**src/rtl/act_wb_ctrl_pkg.sv**
```systemverilog
// Shared widths, write-back entry type and lane-mask constants for the activation write-back path.
package act_wb_ctrl_pkg;

    localparam int N      = 4;
    localparam int W      = 8;
    localparam int CLOG2M = 4;
    localparam int CLOG2W = 3;
    localparam int AW     = CLOG2M + CLOG2W;
    localparam int DW     = N * W;

    // Mask bit j enables data bits [N*j +: N]; the low half-word lives in the low mask bits.
    localparam logic [W-1:0] WB_MASK_LO   = {{(W/2){1'b0}}, {(W/2){1'b1}}};
    localparam logic [W-1:0] WB_MASK_HI   = ~WB_MASK_LO;
    localparam logic [W-1:0] WB_MASK_FULL = '1;

    typedef struct packed {
        logic          bank;
        logic [AW-1:0] addr;
        logic [DW-1:0] data;
        logic [W-1:0]  mask;
    } wb_entry_t;

    typedef enum logic [2:0] {
        WB_IDLE,
        WB_PUSH,
        WB_HOLD,
        WB_MERGE,
        WB_SPILL_PUSH,
        WB_SPILL_HOLD,
        WB_FLUSH
    } wb_action_t;

    function automatic wb_entry_t wb_merge(input wb_entry_t held, input wb_entry_t incoming);
        wb_entry_t merged = incoming;
        for (int j = 0; j < W; j++) begin
            if (held.mask[j]) merged.data[N*j +: N] = held.data[N*j +: N];
        end
        merged.mask = held.mask | incoming.mask;
        return merged;
    endfunction

endpackage

```
**src/rtl/act_wb_ctrl_wb_fifo.sv**
```systemverilog
// In-order write-back FIFO: two ordered push ports (port 0 lands first), one pop port, free count.
module wb_fifo
    import act_wb_ctrl_pkg::*;
#(
    parameter int DEPTH = 4
) (
    input  logic                     ck,
    input  logic                     rst,
    input  logic                     push0_valid,
    input  wb_entry_t                push0_entry,
    input  logic                     push1_valid,
    input  wb_entry_t                push1_entry,
    input  logic                     pop,
    output wb_entry_t                head,
    output logic                     empty,
    output logic [$clog2(DEPTH):0]   free_cnt
);

    localparam int PW = $clog2(DEPTH);

    wb_entry_t     mem [DEPTH];
    logic [PW-1:0] wr_ptr;
    logic [PW-1:0] rd_ptr;
    logic [PW:0]   count;
    logic [1:0]    n_push;

    assign n_push   = {1'b0, push0_valid} + {1'b0, push1_valid};
    assign head     = mem[rd_ptr];
    assign empty    = (count == '0);
    assign free_cnt = (PW+1)'(DEPTH) - count;

    always_ff @(posedge ck) begin
        if (push0_valid) mem[wr_ptr] <= push0_entry;
        if (push1_valid) mem[push0_valid ? wr_ptr + PW'(1) : wr_ptr] <= push1_entry;
    end

    // Pointers wrap naturally modulo DEPTH; overflow is prevented upstream by the stall rule.
    always_ff @(posedge ck) begin
        if (rst) begin
            wr_ptr <= '0;
            rd_ptr <= '0;
            count  <= '0;
        end else begin
            wr_ptr <= wr_ptr + PW'(n_push);
            if (pop) rd_ptr <= rd_ptr + PW'(1);
            count  <= count + (PW+1)'(n_push) - (PW+1)'(pop);
        end
    end

endmodule

```
**src/rtl/act_wb_ctrl.sv**
```systemverilog
// Activation write-back controller: input stage, optional half-word coalescing, FIFO drain to two banks.
// Half-word merging and i_flush are enabled by defining ACT_WB_COALESCE_EN.
module act_wb_ctrl
    import act_wb_ctrl_pkg::*;
#(
    parameter int DEPTH = 4
) (
    input  logic          ck,
    input  logic          rst,
    input  logic          i_wr,
    input  logic          i_wrh,
    input  logic          i_wrh_l_n,
    input  logic          i_ev_odd_n,
    input  logic [AW-1:0] i_even_addr,
    input  logic [AW-1:0] i_odd_addr,
    input  logic [DW-1:0] i_data,
    input  logic          i_flush,
    output logic          o_stall,
    output logic          o_idle,
    output logic          mem_even_we,
    output logic          mem_odd_we,
    output logic [AW-1:0] mem_even_addr,
    output logic [AW-1:0] mem_odd_addr,
    output logic [DW-1:0] mem_even_wdata,
    output logic [DW-1:0] mem_odd_wdata,
    output logic [W-1:0]  mem_even_mask,
    output logic [W-1:0]  mem_odd_mask,
    input  logic          mem_even_rdy,
    input  logic          mem_odd_rdy
);

    localparam int FW = $clog2(DEPTH) + 1;

    logic          s1_valid;
    wb_entry_t     s1_entry;
    logic          p_valid;
    wb_entry_t     p_entry;
    logic          flush_req;
    wb_entry_t     new_entry;
    wb_action_t    action;
    logic          s1_adv;
    logic          accept;
    logic          push0_valid;
    logic          push1_valid;
    wb_entry_t     push0_entry;
    wb_entry_t     push1_entry;
    logic          pop;
    wb_entry_t     head;
    logic          fifo_empty;
    logic [FW-1:0] free_cnt;

    // S1 only moves on when two slots are free, so a spill (P then S1) can always land.
    assign s1_adv  = s1_valid && (free_cnt >= FW'(2));
    assign o_stall = s1_valid && (free_cnt < FW'(2));
    assign accept  = i_wr && !o_stall;
    assign o_idle  = !s1_valid && !p_valid && fifo_empty && !flush_req;

    always_comb begin
        new_entry      = '0;
        new_entry.bank = i_ev_odd_n;
        new_entry.addr = i_ev_odd_n ? i_odd_addr : i_even_addr;
        new_entry.data = i_data;
        new_entry.mask = !i_wrh ? WB_MASK_FULL : (i_wrh_l_n ? WB_MASK_LO : WB_MASK_HI);
    end

`ifdef ACT_WB_COALESCE_EN
    logic s1_half;
    assign s1_half = (s1_entry.mask != WB_MASK_FULL);
`endif

    always_comb begin
        action = WB_IDLE;
        if (s1_adv) begin
`ifdef ACT_WB_COALESCE_EN
            if (!p_valid)
                action = s1_half ? WB_HOLD : WB_PUSH;
            else if (s1_half && p_entry.bank == s1_entry.bank &&
                     p_entry.addr == s1_entry.addr && p_entry.mask != s1_entry.mask)
                action = WB_MERGE;
            else
                action = s1_half ? WB_SPILL_HOLD : WB_SPILL_PUSH;
`else
            action = WB_PUSH;
`endif
        end else if (!s1_valid && flush_req && free_cnt >= FW'(1)) begin
            action = WB_FLUSH;
        end
    end

    always_comb begin
        push0_valid = 1'b0;
        push1_valid = 1'b0;
        push0_entry = s1_entry;
        push1_entry = s1_entry;
        case (action)
            WB_PUSH:       push0_valid = 1'b1;
            WB_MERGE: begin
                push0_valid = 1'b1;
                push0_entry = wb_merge(p_entry, s1_entry);
            end
            WB_SPILL_PUSH: begin
                push0_valid = 1'b1;
                push0_entry = p_entry;
                push1_valid = 1'b1;
            end
            WB_SPILL_HOLD: begin
                push0_valid = 1'b1;
                push0_entry = p_entry;
            end
            WB_FLUSH: begin
                push0_valid = p_valid;
                push0_entry = p_entry;
            end
            default: ;
        endcase
    end

    always_ff @(posedge ck) begin
        if (rst) begin
            s1_valid <= 1'b0;
            s1_entry <= '0;
        end else if (accept) begin
            s1_valid <= 1'b1;
            s1_entry <= new_entry;
        end else if (s1_adv) begin
            s1_valid <= 1'b0;
        end
    end

`ifdef ACT_WB_COALESCE_EN
    // The flush request is sticky until the held half-word has actually been committed.
    always_ff @(posedge ck) begin
        if (rst) begin
            p_valid   <= 1'b0;
            p_entry   <= '0;
            flush_req <= 1'b0;
        end else begin
            case (action)
                WB_HOLD, WB_SPILL_HOLD: begin
                    p_valid <= 1'b1;
                    p_entry <= s1_entry;
                end
                WB_MERGE, WB_SPILL_PUSH, WB_FLUSH: p_valid <= 1'b0;
                default: ;
            endcase
            flush_req <= i_flush || (flush_req && action != WB_FLUSH);
        end
    end
`else
    logic flush_unused;
    assign p_valid      = 1'b0;
    assign p_entry      = '0;
    assign flush_req    = 1'b0;
    assign flush_unused = i_flush;
`endif

    wb_fifo #(.DEPTH(DEPTH)) u_fifo (
        .ck          (ck),
        .rst         (rst),
        .push0_valid (push0_valid),
        .push0_entry (push0_entry),
        .push1_valid (push1_valid),
        .push1_entry (push1_entry),
        .pop         (pop),
        .head        (head),
        .empty       (fifo_empty),
        .free_cnt    (free_cnt)
    );

    // Data buses are zeroed when not strobing so the banks never see stale FIFO contents.
    assign mem_even_we    = !fifo_empty && !head.bank;
    assign mem_odd_we     = !fifo_empty && head.bank;
    assign mem_even_addr  = mem_even_we ? head.addr : '0;
    assign mem_odd_addr   = mem_odd_we  ? head.addr : '0;
    assign mem_even_wdata = mem_even_we ? head.data : '0;
    assign mem_odd_wdata  = mem_odd_we  ? head.data : '0;
    assign mem_even_mask  = mem_even_we ? head.mask : '0;
    assign mem_odd_mask   = mem_odd_we  ? head.mask : '0;
    assign pop            = (mem_even_we && mem_even_rdy) || (mem_odd_we && mem_odd_rdy);

endmodule

```
**config.mk**
```make
export PLATFORM = sky130hd
export DESIGN_NAME = act_wb_ctrl
export DESIGN_NICKNAME = d
export VERILOG_FILES = /design/src/rtl/act_wb_ctrl_pkg.sv /design/src/rtl/act_wb_ctrl_wb_fifo.sv /design/src/rtl/act_wb_ctrl.sv
export SDC_FILE = /design/constraint.sdc
export NUM_CORES = 1
export LEC_CHECK = 0
export BUFFER_PORTS_ARGS = -buffer_cell sky130_fd_sc_hd__clkbuf_2
export CAP_MARGIN = 20
export CORE_UTILIZATION = 54
export DETAILED_ROUTE_END_ITERATION = 10
export GPL_TIMING_DRIVEN = 0
export PLACE_DENSITY = 0.77
export RECOVER_POWER = 25
export SLEW_MARGIN = 20
export SYNTH_ARGS = -nofsm -noshare
export SYNTH_HDL_FRONTEND = slang
export SYNTH_SLANG_ARGS = --single-unit
```
**constraint.sdc**
```tcl
create_clock -name ck -period 11.1 [get_ports ck]
set_input_delay 1.11 -clock ck [delete_from_list [all_inputs] [get_ports ck]]
set_output_delay 1.11 -clock ck [all_outputs]
set_load 0.01 [all_outputs]
```
==> results_dict.tcl, run 1 <==
set metrics [dict create \
    instances_no_fill 977 \
    post_drt_wl_per_cell_microns 18.94 \
    port_buffers 149 \
    yosys_register_bits 220 \
    synth.distinct_cells 28 \
    slowest_stage "mux4_2" \
    ys_top_cells_by_area "edfxtp_1, dfxtp_1, mux4_2, nor2b_1, and2_1" \
    finalCritPeriodShare_pct 34.75 \
    endpoint_kind "output port" \
    grt_usage_pct 23.03 \
    globalplace.congestion 0.7601 \
    die_y_microns 128.9 \
    ir_worst_vdd_uv 149.7 \
    synth_top_area_cell "edfxtp_1" \
    route.vias.total 5240 \
    grt_pass1_vias 5132 \
    routed_wl_microns 18510 \
    clock_latency_ns 0.48 \
    wl_met2_microns 9831 \
    viasPerCell 5.363 \
    die_w_microns 128.9 \
    fin_util_pct 66.92 \
    min_from "push1_entry[37]" \
    grt_max_degree 43 \
    grt-ovfl-total 0 \
    cts_made_buffers 20 \
    placed_cells_incl_taps 942 \
    io_pins 153 \
    antenna_found_initial 0 \
    drt.antenna.violating_nets 0 \
    cts_buffer_depth 3 \
    netlist_instances 564 \
    start_util_pct 55.10 \
    row_count 46 \
    maxCapViolCount 0 \
    drt_iter0_markers 309 \
    cp.arrival_ns 2.75 \
    ys_seq_area_share_pct 70.04 \
    slowest_delay_ns 0.63 \
    syn_nets 626 \
    r2r-end "u_fifo.count[2]" \
    grt_first_pass_wirelength_microns 28100 \
    slew_violations 0 \
    nFillCells 1158 \
    route.detailed.drc 0 \
    cts_tree "built" \
    netlist.area_leader.share_pct 58.06 \
    dr.pass1.iters 5 \
    async_reset_ff_share_pct 0 \
    dp_hpwl_microns 12500 \
    reg2regPathDepth 11 \
    highest_layer "met4" \
    p_leak_nw 3.983 \
    hp-class "reg -> reg" \
    rsz0062_at_grt "no" \
    fin_skew_ns 0.01510 \
    synth-edff-count 168 \
    relSlewSlack_pct 42.67 \
    post_cts_resize_count 0 \
    diodes 0 \
    total_power_mw 2.528 \
    h-tree-depth 1 \
    critPathKind "reg -> out" \
    cts_hold_buf 0 \
    clk_pin_slew_ns 0.06 \
    reg2reg_slack_ns 7.91 \
    path_max_fanout 10 \
    hold-path-endpoint "push1_entry[37]" \
    worstMarginPinSlew_ns 0.8552 \
    ys_warn_count 0 \
    syn_to_final_growth_pct 21.44 \
    drive_gt1_share_pct 34.17 \
    dr_wl_met3_microns 1207 \
    stdcell_area_sq_um 10550 \
    synth_ff_type "edfxtp_1" \
    cp-start-kind "flop" \
    hold_viol 0 \
    required_ns 9.99 \
    p_per_area_nw_per_um2 239.5 \
    whs_path_depth 2 \
    period_needed_ns 3.857 \
    fin_tns_setup_ns 0 \
    place_area_sq_um 9881 \
    fin_nets 810 \
    cp_cell_sequence "buf_2, mux4_2, nor2_2, clkbuf_1, and2_1, clkbuf_2" \
    netlist_area_sq_um 8690 \
    fmax_ghz 0.2592 \
    setup-violations-final 0 \
    dieArea_sq_um 16600 \
    m1WireLength_microns 7167 \
    synth_area_per_cell_sq_um 15.41 \
    cts_setup_buffers 0 \
    design.core.area_sq_um 15770 \
    cts.sinks 220 \
    outcome "finished, final reports clean" \
    cts_root_buf "clkbuf_16" \
]
## placed cells by master, fill, tap and decap left out, types with 3 or more instances in the layout
cell       instances
xnor2_1            3
edfxtp_1         168
nand2_1           68
nor2_1            15
dfxtp_1           52
o21ai_0            3
clkbuf_2         149
a21oi_1           36
nor2b_1           45
mux2i_1            7
clkbuf_1          28
buf_6              4
clkbuf_16         21
nand2b_1           3
buf_4             19
a211oi_1           7
buf_2             10
mux4_2            42
and2_1            42
clkbuf_8           4
inv_1              8
ha_1               6
## stage by stage
step	setup slack (ns)	hold slack, ns
after CTS	7.236	0.4944
after floorplan	6.409	0.4591
after detailed placement	7.797	0.4845
after global placement	3.943	0.4671
final	7.243	0.4887
after global routing	7.129	0.5132
## critical path, delay by kind of cell, from the launching register on
| family | cells | cell delay [ns] |
|---|---|---|
| buf+inv | 3 | 0.77 |
| flops | 1 | 0.32 |
| mux | 1 | 0.63 |
| simple gates | 2 | 0.55 |
## synthesized netlist by cell type, drive strengths merged, types with 3 or more instances
master  count
xnor2       3
and2       42
dfxtp      52
nand2b      3
mux2i       8
edfxtp    168
ha          6
mux4       42
nor2b      45
inv         8
clkbuf     22
a211oi      7
buf        24
nand2      68
a21oi      36
nor2       17
o21ai       3
## final cells by class
cell class	instances	area, sq um	area share, %
Timing Repair Buffer	162	898.4	8.513
Tap cell	216	270.3	2.561
Multi-Input combinational cell	290	2366	22.42
Clock buffer	31	603.1	5.715
Buffer	46	230.2	2.182
Inverter	8	30.03	0.2846
Clock inverter	4	68.82	0.6521
Sequential cell	220	6086	57.67
## cell families (layout without fill, tap and decap cells)
family	after synthesis	after routing	share of synthesized area, %
mux	50	50	11.85
fa+ha+maj	7	7	1.094
flops	220	220	70.04
compound gates	47	47	2.952
simple gates	183	183	10.77
xor+xnor	3	3	0.3024
buf+inv	54	251	2.995
## sequential cells by signal, indices dropped and copies added, names as in the netlist, named ones only
signal         count
u_fifo.mem       168
u_fifo.rd_ptr      2
u_fifo.wr_ptr      2
u_fifo.count       3
s1_valid           1
push1_entry       42
## per-layer routing
metal	vias to the layer above	track usage, %
met5	-	0
li1	2415	-
met4	0	6.990
met1	2586	29.85
met2	213	40.60
met3	26	3.202
## how the worst max path moves through the flow
| stage | to | cells past startpoint |
|---|---|---|
| after floorplan | u_fifo.mem[1][10] | 6 |
| after global placement | u_fifo.mem[1][14] | 6 |
| after detailed placement | mem_even_wdata[31] | 6 |
| after CTS | mem_even_wdata[31] | 6 |
| after global routing | mem_even_addr[3] | 6 |
| final | mem_even_wdata[1] | 6 |
## power breakdown
group	switching (mW)	internal [mW]
sequential	0.0455	1.00
combinational	0.431	0.359
clock	0.272	0.419
Note: power is estimated with default switching activity, not from simulation.
==> run 2, diff against run 1 <==
==> constraint.sdc (replaced) <==
create_clock -name ck -period 3.85 [get_ports ck]
set_input_delay 0.385 -clock ck [delete_from_list [all_inputs] [get_ports ck]]
set_output_delay 0.385 -clock ck [all_outputs]
set_load 0.01 [all_outputs]
==> run 2 against run 1 <==
Compared with the run above:
- combinational power grew to 2.9 times the previous value
- critical path depth grew 5
- worst hold slack lost 0.37 ns
- non-clock buffer count shrank 5
- sequential cell count is the same
- count of clock-buffer cells in the layout shrank 2
- via count shrank 0.84%
- clock skew shrank 0.0052 ns
- first-iteration DRC count grew 18%
==> results_dict.tcl, run 2 (same netlist as run 1, synthesis figures left out) <==
set metrics [dict create \
    globalplace.congestion 0.7797 \
    cp_cell_sequence "inv_1, ha_1, ha_1, nand2b_1, o21ai_0, inv_1, ha_1, fa_1, xnor2_1, xnor2_1, nor2_1" \
    seqPwrFrac_pct 41.1 \
    path_buf_inv 2 \
    finalCritPeriodShare_pct 81.17 \
    h-tree-depth 1 \
    final_common_cell "edfxtp_1" \
    slowest_delay_ns 0.56 \
    ff_latch_area_sq_um 6086 \
    path_common_cell "ha_1" \
    row_count 46 \
    post_drt_wl_per_cell_microns 18.61 \
    clk_pin_slew_ns 0.06 \
    cp-start-kind "flop" \
    cts_made_buffers 21 \
    p_switching_mw 2.201 \
    place_ws_ns 0.8092 \
    place_area_sq_um 9871 \
    cts_setup_buffers 0 \
    slew_violations 0 \
    intPower_mw 5.132 \
    dp_hpwl_microns 12330 \
    drt.antenna.violating_nets 0 \
    io_pins 153 \
    critPathKind "reg -> reg" \
    outcome "finished, final reports clean" \
    min_from "i_data[9]" \
    route.detailed.drc 0 \
    largest_reg_flops 168 \
    dieArea_sq_um 16600 \
    grt_first_pass_wirelength_microns 27540 \
    fin_skew_ns 0.009908 \
    clockPowerShare_pct 27.8 \
    endpoint_kind "flop" \
    nFillCells 1145 \
    whs_path_depth 3 \
    routed_wl_microns 18140 \
    worstMarginPinSlew_ns 0.8604 \
    multi_input_area_sq_um 2379 \
    cts_buffer_depth 3 \
    grt_usage_pct 22.41 \
    port_buffers 149 \
    drive_gt1_share_pct 34.26 \
    cts.sinks 220 \
    design.core.area_sq_um 15770 \
    start_util_pct 55.10 \
    maxCapViolCount 0 \
    path_max_fanout 4 \
    die_w_microns 128.9 \
    reg2reg_slack_ns 0.73 \
    crit_family "adder cells" \
    die_y_microns 128.9 \
    clock_latency_ns 0.49 \
    fin_tns_setup_ns 0 \
    dr.pass1.iters 5 \
    setup-violations-final 0 \
    viasPerCell 5.329 \
    ir_worst_vdd_uv 365.5 \
    cts_hold_buf 0 \
    relSlewSlack_pct 42.58 \
    hp-class "in -> reg" \
    grt_max_degree 43 \
    hold_slack_ns 0.1157 \
    required_ns 4.21 \
    netSwitchingFraction_pct 30.02 \
    slowest_stage "o21ai_0" \
    drt_iter0_markers 364 \
    grt-ovfl-total 0 \
    stdcell_area_sq_um 10560 \
    setup_ws_ns 0.7250 \
    syn_to_final_growth_pct 21.54 \
    rr_startpoint "u_fifo.count[1]" \
    diodes 0 \
    final_cell_mix "edfxtp_1, clkbuf_2, nand2_1" \
    fin_nets 806 \
    antenna_found_initial 0 \
    hold-path-endpoint "push1_entry[17]" \
    grt_pass1_vias 5236 \
    combPwrFrac_pct 31.1 \
    cts_tree "built" \
    largest-register "u_fifo.mem" \
    route.vias.total 5196 \
    cts_root_buf "clkbuf_16" \
    rsz0062_at_grt "no" \
    cp.arrival_ns 3.49 \
    p_leak_nw 3.967 \
    post_cts_resize_count 0 \
    fmax_ghz 0.3200 \
    p_per_area_nw_per_um2 694.3 \
    reg2regPathDepth 11 \
    hold_viol 0 \
    period_needed_ns 3.125 \
    r2r-end "u_fifo.count[2]" \
]
-- run 2: changes by cell type in the layout (fill, tap and decap cells not counted), moves of 2 or more --
cell	delta
buf_8	+4
buf_6	-2
clkinv_2	+3
buf_4	-7
inv_6	+2
-- run 2: metal layers --
| metal | global-route usage (%) | wire (microns) | up-vias |
|---|---|---|---|
| li1 | - | - | 2407 |
| met1 | 27.92 | 7081 | 2527 |
| met2 | 39.46 | 9255 | 220 |
| met3 | 3.784 | 1305 | 42 |
| met4 | 8.443 | 498 | 0 |
| met5 | 0 | 0 | - |
-- run 2: power groups by stage --
stage | Clock (mW) | Combinational [mW] | Sequential [mW]
after floorplan | 0 | 1.46 | 3.02
final | 2.03 | 2.28 | 3.01
after global routing | 2.14 | 2.50 | 3.04
after CTS | 2.06 | 2.32 | 3.02
after global placement | 0 | 2.17 | 3.04
after detailed placement | 0 | 2.30 | 3.06
-- run 2: cell type report --
class | count | share of cell area (%)
Multi-Input combinational cell | 290 | 22.52
Sequential cell | 220 | 57.62
Tap cell | 216 | 2.559
Inverter | 8 | 0.2843
Timing Repair Buffer | 157 | 8.293
Buffer | 46 | 2.180
Clock inverter | 9 | 0.9951
Clock buffer | 29 | 5.544
-- run 2: worst max path at each step --
stage	startpoint	end	slack, ns	cells past startpoint
CTS	flop	mem_even_addr[6]	0.73	6
global placement	u_fifo.count[1]	u_fifo.mem[2][20]	-1.13	8
global route	u_fifo.count[1]	u_fifo.count[2]	0.51	11
finish	u_fifo.count[1]	u_fifo.count[2]	0.73	11
floorplan	u_fifo.count[1]	u_fifo.mem[2][10]	0.38	8
detailed placement	u_fifo.count[1]	u_fifo.count[2]	0.81	11
-- run 2: per-stage QoR --
stage | total power, mW | util [%] | instances
finish | 7.332 | 66.97 | 975
global route | 7.679 | 66.97 | 975
global placement | 5.208 | 61.61 | 929
floorplan | 4.480 | - | 564
detailed placement | 5.365 | 62.59 | 937
CTS | 7.387 | 66.97 | 975
-- run 2: worst register-to-register path, stage by stage (launching register included) --
cell	delay, ns
dfxtp_1	0.39
inv_1	0.09
ha_1	0.21
ha_1	0.30
nand2b_1	0.06
o21ai_0	0.56
inv_1	0.26
ha_1	0.28
fa_1	0.42
xnor2_1	0.23
xnor2_1	0.15
nor2_1	0.05
